--- src/rtl/mips_pkg.sv ---
// Shared MIPS definitions used by the fetch front end and the control decoder.
package mips_pkg;

  localparam logic [5:0] OP_RTYPE = 6'b000000;
  localparam logic [5:0] OP_LW    = 6'b100011;
  localparam logic [5:0] OP_SW    = 6'b101011;
  localparam logic [5:0] OP_BEQ   = 6'b000100;
  localparam logic [5:0] OP_ADDI  = 6'b001000;
  localparam logic [5:0] OP_J     = 6'b000010;
  localparam logic [5:0] OP_LUI   = 6'b001111;
  localparam logic [5:0] OP_LB    = 6'b100000;

  typedef enum logic [1:0] {FS_IDLE, FS_FETCH, FS_HOLD} fetch_state_t;

  // Branch immediates count words, so the byte offset is the sign-extended field shifted by two.
  function automatic logic [31:0] branchOffset(input logic [15:0] imm);
    return {{14{imm[15]}}, imm, 2'b00};
  endfunction

endpackage

--- src/rtl/next_pc_logic.sv ---
// Combinational next-PC selection for the fetch unit: jump beats branch beats sequential.
module next_pc_logic
  import mips_pkg::*;
(
  input  logic [31:0] pc_plus4,
  input  logic [31:0] instr,
  input  logic        c_Jump,
  input  logic        c_PCSrc,
  output logic [31:0] next_pc
);

  logic unusedOpBits;
  assign unusedOpBits = ^instr[31:26];

  always_comb begin
    next_pc = pc_plus4;
    if (c_Jump) begin
      next_pc = {pc_plus4[31:28], instr[25:0], 2'b00};
    end else if (c_PCSrc) begin
      next_pc = pc_plus4 + branchOffset(instr[15:0]);
    end
  end

endmodule

--- src/rtl/instr_fetch_unit.sv ---
// Fetch front end: owns the PC, fetches over a req/ready handshake and holds
// the instruction for the decoder until downstream retires it.
module instr_fetch_unit
  import mips_pkg::*;
#(
  parameter logic [31:0] RESET_PC = 32'h0000_0000
) (
  input  logic        clk,
  input  logic        reset,
  output logic        imem_req,
  output logic [31:0] imem_addr,
  input  logic        imem_ready,
  input  logic [31:0] imem_rdata,
  input  logic        stall,
  input  logic        c_PCSrc,
  input  logic        c_Jump,
  output logic        instr_valid,
  output logic [31:0] instr,
  output logic [5:0]  op,
  output logic [5:0]  funct,
  output logic [31:0] pc_plus4,
  output logic [31:0] instr_count
);

  fetch_state_t state_q;
  logic [31:0]  pc_q;
  logic [31:0]  pc_d;
  logic [31:0]  instr_q;
  logic [31:0]  count_q;
  logic [31:0]  count_d;
  logic         valid_q;
  logic         req_q;

  assign pc_plus4 = pc_q + 32'd4;
  assign count_d  = count_q + 32'd1;

  next_pc_logic u_next_pc (
    .pc_plus4 (pc_plus4),
    .instr    (instr_q),
    .c_Jump   (c_Jump),
    .c_PCSrc  (c_PCSrc),
    .next_pc  (pc_d)
  );

  // Branch/jump inputs only matter on the retire edge; the mux output is ignored otherwise.
  always_ff @(posedge clk or posedge reset) begin
    if (reset) begin
      state_q <= FS_IDLE;
      pc_q    <= RESET_PC;
      instr_q <= 32'h0;
      count_q <= 32'h0;
      valid_q <= 1'b0;
      req_q   <= 1'b0;
    end else begin
      case (state_q)
        FS_IDLE: begin
          state_q <= FS_FETCH;
          req_q   <= 1'b1;
        end
        FS_FETCH: begin
          if (imem_ready) begin
            instr_q <= imem_rdata;
            valid_q <= 1'b1;
            req_q   <= 1'b0;
            state_q <= FS_HOLD;
          end
        end
        FS_HOLD: begin
          if (!stall) begin
            pc_q    <= pc_d;
            count_q <= count_d;
            valid_q <= 1'b0;
            req_q   <= 1'b1;
            state_q <= FS_FETCH;
          end
        end
        default: begin
          state_q <= FS_IDLE;
          valid_q <= 1'b0;
          req_q   <= 1'b0;
        end
      endcase
    end
  end

  assign imem_req    = req_q;
  assign imem_addr   = pc_q;
  assign instr_valid = valid_q;
  assign instr       = instr_q;
  assign op          = instr_q[31:26];
  assign funct       = instr_q[5:0];
  assign instr_count = count_q;

endmodule
--- config.mk ---
export PLATFORM = sky130hd
export DESIGN_NAME = instr_fetch_unit
export DESIGN_NICKNAME = d
export VERILOG_FILES = /design/src/rtl/mips_pkg.sv /design/src/rtl/next_pc_logic.sv /design/src/rtl/instr_fetch_unit.sv
export SDC_FILE = /design/constraint.sdc
export NUM_CORES = 1
export LEC_CHECK = 0
export CORE_ASPECT_RATIO = 1.2
export CORE_MARGIN = 3
export CORE_UTILIZATION = 65
export DETAILED_ROUTE_END_ITERATION = 10
export DONT_BUFFER_PORTS = 1
export HOLD_SLACK_MARGIN = 0.06
export PLACE_DENSITY = 0.81
export SLEW_MARGIN = 20
export SYNTH_ARGS = -nofsm -noshare
export SYNTH_HDL_FRONTEND = slang
export SYNTH_SLANG_ARGS = --single-unit
export TNS_END_PERCENT = 50
--- constraint.sdc ---
create_clock -name clk -period 4.3 [get_ports clk]
set_clock_uncertainty 0.15 [all_clocks]
set_input_delay 1.075 -clock clk [delete_from_list [all_inputs] [get_ports clk]]
set_output_delay 1.075 -clock clk [all_outputs]
set_load 0.005 [all_outputs]
Word level (Yosys, flattened, before mapping). Index checks and enable logic that the tools add are counted.

Muxes and demuxes: 11. Reductions and logical operators: 5. Add/subtract/negate cells: 3. Eq/ne operators: 4. Bitwise operators: 2.

Operators by type and width (count): $mux 32 (2); $add 32x1->32 const B (1); $add 32x3->32 const B (1); $add 32x32->32 (1); $pmux 1 s3 (2); $pmux 2 s3 (1); $reduce_and 2->1 (3); $mux 1 (4); $mux 2 (2); $ne 2x2->1 const B (2); $reduce_and 3->1 (1); $eq 2x1->1 const B (1); $eq 2x2->1 const B (1); $logic_not 2->1 (1); $not 1->1 (2).

Flip-flop bits (word level): 100. Bits of input ports: 38.

Longest topological paths before layout. Gate-level depths: netlist of the first run.

Depth in word-level cells: 4. Depth in mapped cells: 17.

Hierarchy. Synthesis of the first run repeated with hierarchy kept, for this count alone.

Cell total of the unflattened synthesis: 709. Area, all modules: 6942.9 sq um.

Modules (own cells, without submodules): instr_fetch_unit (times used 1, cells each 372, sequential area each 2477.4 sq um, area an instance 4638.2 sq um); next_pc_logic (times used 1, cells each 337, sequential area each 0.0 sq um, area an instance 2304.7 sq um).

Least setup slack after synthesis of the first run. OpenSTA, ideal clock, no wires.

Kind: register -> register. Start: register pc_q[2] (netlist: imem_addr[2]). End: register pc_q[31] (netlist: imem_addr[31]). Path slack: 336 ps. Data required time: 4058 ps. Stages on the path, launching flop included: 18. Library setup time: 92 ps. Arrival: 3722 ps. Clock period less this slack: 3964 ps. Path through: dfrtp_1 -> ha_1 -> nand3_1 -> nor2_1 -> and3_1 -> and2_1 -> nand3_1 -> xnor2_1 -> ha_1 -> a21o_1 -> o2111a_1 -> a221o_1 -> a21oi_1 -> a311oi_2 -> o221ai_2 -> xnor2_1 -> and3_4 -> o31ai_2.

Word-level cells in the longest chain between the ends: 4.

RTL lines: start: declaration (line instr_fetch_unit.sv:26) `logic [31:0] pc_q;`; start signal: assignment (line instr_fetch_unit.sv:70) `pc_q <= pc_d;`; $add 32x3->32 (line instr_fetch_unit.sv:34) `assign pc_plus4 = pc_q + 32'd4;`; net pc_plus4[22] (line instr_fetch_unit.sv:21) `output logic [31:0] pc_plus4,`; $add 32x32->32 (line next_pc_logic.sv:20) `next_pc = pc_plus4 + branchOffset(instr[15:0]);`; $mux 32 (line next_pc_logic.sv:19) `end else if (c_PCSrc) begin`; $mux 32 (line next_pc_logic.sv:17) `if (c_Jump) begin`.

The timed path passes the listed nets, and every way through them passes these cells. A chain may end at the register's enable or synchronous reset.

Worst setup path after layout of the first run.
Start: register pc_q[8] (netlist: imem_addr[8]). End: register pc_q[31] (netlist: imem_addr[31]).

Word-level cells in the longest chain between the ends: 4.

RTL lines (line): $add 32x3->32 (*) (instr_fetch_unit.sv:34); $add 32x32->32 (next_pc_logic.sv:20); $mux 32 (next_pc_logic.sv:19); $mux 32 (*) (next_pc_logic.sv:17).

Mark *: on every way between the ends. The rest lies on a longest branch, timed or not.

==> results of run 1 <==
==> report_power, final <==
part | leakage (nW) | total [mW] | internal, mW | switching [mW]
Clock | 0.143 | 0.820 | 0.411 | 0.408
Combinational | 1.84 | 3.47 | 1.53 | 1.94
Sequential | 1.22 | 1.75 | 1.23 | 0.523
Total | 3.20 | 6.04 | 3.17 | 2.87
==> final timing paths <==
check | end | startpoint
worst max-delay path | imem_addr[31]$_DFFE_PP0P_ | imem_addr[8]$_DFFE_PP0P_
min in group asynchronous | instr_count[15]$_DFFE_PP0P_ | reset
worst min-delay path | instr_count[31]$_DFFE_PP0P_ | instr_count[31]$_DFFE_PP0P_
worst max register to register | imem_addr[31]$_DFFE_PP0P_ | imem_addr[8]$_DFFE_PP0P_
worst min register to register | instr_count[31]$_DFFE_PP0P_ | instr_count[31]$_DFFE_PP0P_
max in group asynchronous | imem_addr[16]$_DFFE_PP0P_ | reset
==> synth_stat cells (all sizes together) (2+ instances only) <==
cell type | count | share of area [%]
dfrtp | 97 | 37
nand2 | 73 | 4.2
xnor2 | 57 | 7.7
nor2 | 51 | 2.9
a21oi | 45 | 3.5
o21ai | 41 | 3.2
ha | 37 | 7.1
mux2 | 32 | 5.5
nand3 | 28 | 2.2
and3 | 21 | 2.1
buf | 21 | 2.3
nand4 | 21 | 2.0
xor2 | 21 | 2.8
clkbuf | 20 | 1.2
a21o | 18 | 2.1
inv | 16 | 0.92
a211oi | 14 | 1.7
and2 | 9 | 0.89
nand2b | 9 | 0.87
o211ai | 7 | 0.81
a221o | 5 | 0.77
and4 | 5 | 0.67
or3 | 5 | 0.48
mux2i | 4 | 0.62
o21bai | 4 | 0.46
o22ai | 4 | 0.38
o31ai | 4 | 0.54
nor3 | 3 | 0.23
o21a | 3 | 0.35
a211o | 2 | 0.27
a221oi | 2 | 0.27
a31oi | 2 | 0.19
nor3b | 2 | 0.23
nor4 | 2 | 0.19
o2111ai | 2 | 0.27
o211a | 2 | 0.31
o221ai | 2 | 0.37
==> kinds of logic (layout without fill, tap and decap cells) <==
family          count (synthesis)  in the layout  share of synthesized area [%]
simple gates                  233            233                           17.5
flops                          97             97                           37.3
buf+inv                        57             66                           4.33
xor+xnor                       78             78                           10.5
compound gates                165            165                           16.7
fa+ha+maj                      38             38                           7.43
mux                            36             36                           6.16
other cells                     1              4                         0.0577
==> sequential cells by signal (all words and copies together), names as in the netlist <==
signal / count
instr_count: 32
instr: 32
state_q: 2
imem_addr: 30
instr_valid: 1
==> cell type report <==
type / instances / area [sq um]
clock inverter: 7 / 72.6
fill: 678 / 2560
tap: 123 / 154
clock buffer: 9 / 225
timing repair buffer: 34 / 255
sequential: 97 / 2430
inverter: 16 / 62.6
multi-input combinational: 554 / 3850
==> layout by cell type, fill, tap and decap left out, types with 16 or more instances in the layout <==
cell type / count
a21o_1: 16
a21oi_1: 43
and3_1: 19
buf_4: 34
dfrtp_1: 95
ha_1: 36
mux2_2: 32
nand2_1: 73
nand3_1: 28
nand4_1: 21
nor2_1: 49
o21ai_0: 39
xnor2_1: 56
xor2_1: 20
==> per-layer routing <==
metal,up-vias,routed length (um)
met5,-,0
met3,64,1670
li1,2538,-
met4,0,666
met2,317,9140
met1,2700,6840
==> through the flow <==
step / util (%) / worst slack, ns
final: 73.4 / 0.218
after detailed placement: 69.8 / 0.234
after floorplan: - / 0.336
after global routing: 73.4 / 0.00105
after CTS: 72.9 / 0.145
after global placement: 69.8 / 0.284
==> summary.md, run 1 <==
| Metric | Value |
|---|---|
| Status | `finished clean` |
| Hold Buf Count CTS | `0` |
| RSZ-0062 raised after global routing | `false` |
| Antenna viol nets, final | `0` |
| Die Y-Extent | `around 120 um` |
| Layout net count | `788` |
| GRT busiest layer | `met2` |
| Ant diodes | `0` |
| Largest stage delay, worst path | `0.43 ns` |
| Buffer depth of the longest clock path | `2` |
| Max_cap viols | `0` |
| Peak VDD IR | `between 0.0005 and 0.0006 V` |
| WHS | `~0.36 ns` |
| Worst skew pair latency | `0.36 ns` |
| RePlAce Congestion | `between 0.9 and 1` |
| Non-filler instance count after layout | `between 800 and 900` |
| Per-cell routed wire length | `about 22 um` |
| Design area | `around 0.007 sq mm` |
| Synth Instances | `705` |
| Mapped Area | `~0.0065 sq mm` |
| R2R Setup Slk | `0.22 ns` |
| Vias per cell | `6.69` |
| CTS Root Cell | `clkbuf_16` |
| Fmax achieved | `roughly 240 MHz` |
| Worst slew pin tran | `~0.98 ns` |
| Worst EP arrival | `4.20 ns` |
| Gates resized, CTS repair | `0` |
| Residual DRC count | `0` |
| Setup bufs post-CTS | `0` |
| EDFF count, synth | `0` |
| Lkg Pwr | `around 3.2 nW` |
| H-Tree Depth | `3` |
| Sequential fraction of the synthesis area | `a little under two fifths` |
| Initial antenna violation count | `0` |
| Flops & latches, synth | `slightly below 100` |
| Largest net degree at the start of global routing | `between 80 and 90` |
| Total negative slack | `0 ns` |
| Die Area | `0.0112 sq mm` |
| CTS tree | `done` |
| Crit share post-route | `between 90% and 100%` |
| Via count | `approximately 5600` |
| Placed cells | `824` |
| First-pass iteration count of the detailed router | `7` |
| Slew headroom | `around 34%` |
| Buffers on Ports | `0` |
| Met2 GRT Util | `54.7%` |
| Vias in the first global route | `5685` |
| Share of cells above drive strength 1 | `~15%` |
| Crit path max-delay family | `compound AO/OA/AOI/OAI gates` |
| Final setup fails | `0` |
| GR Util met3 | `8.07%` |
| Max Slew Vio Count | `0` |
| Critical path's slowest cell | `dfrtp_2` |
| Fraction of registers with async set/reset | `100%` |
| GRT Util Overall | `between 30 and 40%` |
| Met1 Track Usage GR | `between 30% and 40%` |
| Clk slew on worst S/H paths | `about 0.080 ns` |
| Final global-route overflow total | `0` |
| R2R depth | `16` |
| First-pass GRT wire length | `between 20 and 30 mm` |
| Critical Path End Type | `flip-flop` |
| Core ar. | `~0.0096 sq mm` |
| Crit path buffers/inverters | `0` |
| Crit path cell chain | `and4_2 > and4_1 > and3_1 > and2_1 > nand3_1 > xnor2_2 > ha_2 > a21o_1 > o2111a_1 > a221o_1 > a21oi_2 > a311oi_4 > o221ai_2 > xnor2_1 > and3_4 > o31ai_2` |
| Dpl hpwl | `about 13 mm` |
| CTS sink count | `a little under 100` |
| Tmin final | `just over 4 ns` |
| CTS buffer count | `9` |
| Row Count | `39` |
| Area grow syn2layout | `8.51%` |
| CP Data Required Time | `about 4.4 ns` |
| Syn. warnings | `0` |
| I/O pin count | `180` |
| Hold path depth | `1` |
| Die extent in x | `~97 um` |
| Fin. Hold Viols | `0` |
| PD cells | `856 mW/mm^2` |
| Primary FF master, synth | `dfrtp_1` |
| Hold Crit Class | `flip-flop to flip-flop` |
| Startpoint types | `flip-flop` |
| Synth cell types | `about 60` |
| Routed wire length | `18.3 mm` |
| Total power | `a little over 6 mW` |
| Initial DRC count | `428` |
| Critical path peak fanout | `7` |
| Post-DP Area | `between 0.006 and 0.007 sq mm` |
| Worst path depth | `16` |
| Initial Utilization | `approximately two thirds` |
| Syn Area/Cell | `around 9.2 sq um` |
| Setup Crit Path Kind | `flip-flop to flip-flop` |
Power figures use the tool's default switching activity.
==> inputs of run 2 (changes only) <==
Settings changed: RECOVER_POWER set to 100.
Clock period 4.3 ns to 4.45 ns, I/O delays scaled along.
==> run 2 against run 1 <==
Count of clock-buffer cells in the layout unchanged. Routed wire length fell by 1.6%. Die area stayed put. Power down 6.0%. Combinational power down 10%. Largest power group unchanged. The run now ends with capacitance limit, slew limit left. Maximum frequency is 3.5% lower. Critical path type unchanged. First-iteration DRC count down 32%. Hold slack worse by 0.0064 ns. Critical endpoint unchanged.
==> summary.md, run 2 (synthesized netlist as in run 1, its figures left out) <==
| Metric | Value |
|---|---|
| CTS buffer count | `9 (unchanged)` |
| Initial Utilization | `67.6% (unchanged)` |
| Fillers | `737 (+8.7%)` |
| Final global-route overflow total | `0 (unchanged)` |
| Crit share post-route | `95.1% (+0.14 points)` |
| Crit path max-delay family | `compound AO/OA/AOI/OAI gates` |
| H-Tree Depth | `3 (unchanged)` |
| Startpoint types | `flip-flop` |
| Row Count | `39 (unchanged)` |
| CTS tree | `done` |
| Vias per cell | `6.69 (about the same)` |
| Fmax achieved | `236 MHz (-3.5%)` |
| Fin. Hold Viols | `0 (unchanged)` |
| Die extent in x | `97.3 um (unchanged)` |
| Clk slew on worst S/H paths | `0.08 ns (about the same)` |
| R2R Setup Slk | `0.22 ns (about the same)` |
| Critical Path End Type | `flip-flop` |
| RePlAce Congestion | `0.947 (+0.45%)` |
| Setup Crit Path Kind | `flip-flop to flip-flop` |
| Max_cap viols | `1 (+1)` |
| Crit path buffers/inverters | `0 (unchanged)` |
| RSZ-0062 raised after global routing | `false` |
| Reg area | `0.00243 sq mm (about the same)` |
| Worst skew pair latency | `0.35 ns (about the same)` |
| Area occupied by multi-input gates | `0.00382 sq mm (-0.84%)` |
| I/O pin count | `180 (unchanged)` |
| Dpl hpwl | `13.1 mm (-0.22%)` |
| Total negative slack | `0 ns (unchanged)` |
| Antenna viol nets, final | `0 (unchanged)` |
| Commonest cells after routing, fill and taps aside | `94 x dfrtp_1, 73 x nand2_1, 55 x xnor2_1` |
| Die Y-Extent | `116 um (unchanged)` |
| Crit path cell chain | `ha_1 > nand3_1 > nor2_1 > and3_4 > and2_1 > nand3_1 > xnor2_1 > ha_2 > a21o_1 > o2111a_1 > a221o_1 > a21oi_1 > a311oi_2 > o221ai_2 > xnor2_1 > and3_4 > o31ai_2` |
| Post-layout util | `71.8% (-1.6 points)` |
| Hold Crit Class | `flip-flop to flip-flop` |
| Die Area | `0.0112 sq mm (unchanged)` |
| Buffer depth of the longest clock path | `2 (unchanged)` |
| Share of cells above drive strength 1 | `10.2% (-4.4 points)` |
| Status | `complete, but fails checks` |
| Core ar. | `0.00961 sq mm (unchanged)` |
| Ant diodes | `0 (unchanged)` |
| Via count | `5540 (-1.4%)` |
| Critical path peak fanout | `7 (unchanged)` |
| Critical path's slowest cell | `dfrtp_2` |
| CP Data Required Time | `4.56 ns (+0.14 ns)` |
| CTS Root Cell | `clkbuf_16` |
| Initial antenna violation count | `0 (unchanged)` |
| Largest stage delay, worst path | `0.44 ns (about the same)` |
| First-pass GRT wire length | `28.4 mm (-2.6%)` |
| Peak VDD IR | `0.000484 V (-11%)` |
| Worst slew pin tran | `2.98 ns (+2.00 ns)` |
| Slew headroom | `-99.1% (-130 points)` |
| Initial DRC count | `292 (-32%)` |
| First-pass iteration count of the detailed router | `5 (-2)` |
| Setup bufs post-CTS | `0 (unchanged)` |
| Lkg Pwr | `3.10 nW (-3.2%)` |
| Commonest non-fill, non-tap cell in the layout | `dfrtp_1` |
| Routed wire length | `18.0 mm (-1.6%)` |
| Buffers on Ports | `0 (unchanged)` |
| GRT Util Overall | `31.3% (-0.90 points)` |
| Largest net degree at the start of global routing | `80 (-1.2%)` |
| Failing checks | `capacitance limit, slew limit` |
| Worst EP arrival | `4.34 ns (+0.14 ns)` |
| Per-cell routed wire length | `21.7 um (-0.21%)` |
| PD cells | `822 mW/mm^2 (-4.0%)` |
| Tmin final | `4.23 ns (+0.149 ns)` |
| Final setup fails | `0 (unchanged)` |
| Area grow syn2layout | `6.16%` |
| CTS sink count | `97 (unchanged)` |
| Layout net count | `776 (-1.5%)` |
| Vias in the first global route | `5573 (-2.0%)` |
| Max Slew Vio Count | `80 (+80)` |
| Residual DRC count | `0 (unchanged)` |
[run 2: changes by cell type in the layout (fill, tap and decap cells not counted), sizes merged]
cell / delta
clkinvlp: -1
bufinv: +1
clkbuf: +14
buf: -26
[run 2: path summary, 6_finish.rpt]
| path | start | end | cells after the start |
|---|---|---|---|
| worst min register to register | instr_count[31]$_DFFE_PP0P_ | instr_count[31]$_DFFE_PP0P_ | 1 |
| worst max register to register | imem_addr[3]$_DFFE_PP0P_ | imem_addr[31]$_DFFE_PP0P_ | 17 |
| worst max-delay path | imem_addr[3]$_DFFE_PP0P_ | imem_addr[31]$_DFFE_PP0P_ | 17 |
| max in group asynchronous | reset | imem_addr[3]$_DFFE_PP0P_ | 1 |
| min in group asynchronous | reset | instr_count[15]$_DFFE_PP0P_ | 1 |
| worst min-delay path | instr_count[31]$_DFFE_PP0P_ | instr_count[31]$_DFFE_PP0P_ | 1 |
[run 2: worst register-to-register path, delay by kind of cell, from the launching register on]
kind | cells | cell delay (ns)
compound gates | 7 | 1.42
xor+xnor | 2 | 0.36
fa+ha+maj | 2 | 0.61
flops | 1 | 0.44
simple gates | 6 | 1.14
[run 2: power by group]
group | internal [mW] | switching [mW] | leakage [nW]
clock network | 0.455 | 0.394 | 0.157
logic | 1.37 | 1.75 | 1.73
registers | 1.18 | 0.527 | 1.21
total | 3.00 | 2.67 | 3.10
[run 2: through the flow]
step                area (sq um)  worst slack (ns)  cells  power (mW)  hold slack, ns
floorplan                   6510             0.486    708        4.09           0.318
global placement            6620             0.266    812        4.71           0.350
detailed placement          6620             0.143    812        4.80           0.345
CTS                         6940            0.0988    828        5.68           0.360
global route                6900           0.00558    828        6.08           0.384
finish                      6900             0.219    828        5.67           0.354
[run 2: final cells by class]
| type | instances | area share, % |
|---|---|---|
| Multi-Input combinational cell | 554 | 55.4 |
| Sequential cell | 97 | 35.2 |
| Clock buffer | 9 | 3.26 |
| Tap cell | 123 | 2.23 |
| Timing Repair Buffer | 22 | 1.65 |
| Clock inverter | 7 | 1.38 |
| Inverter | 16 | 0.870 |
[run 2: metal layers]
layer	up-vias	part of all wire (%)	routed length, um	global-route usage, %
met3	42	7.5	1360	6.56
met5	-	0	0	0
met2	255	51	9150	55.2
met1	2743	39	6980	37.7
met4	0	2.9	527	13.4
li1	2500	-	-	-
[run 2: what timing repair did]
action / CTS / global route
hold buffers: 0 / 0
resized for setup: 0 / 9
setup endpoints to repair: 0 / 4
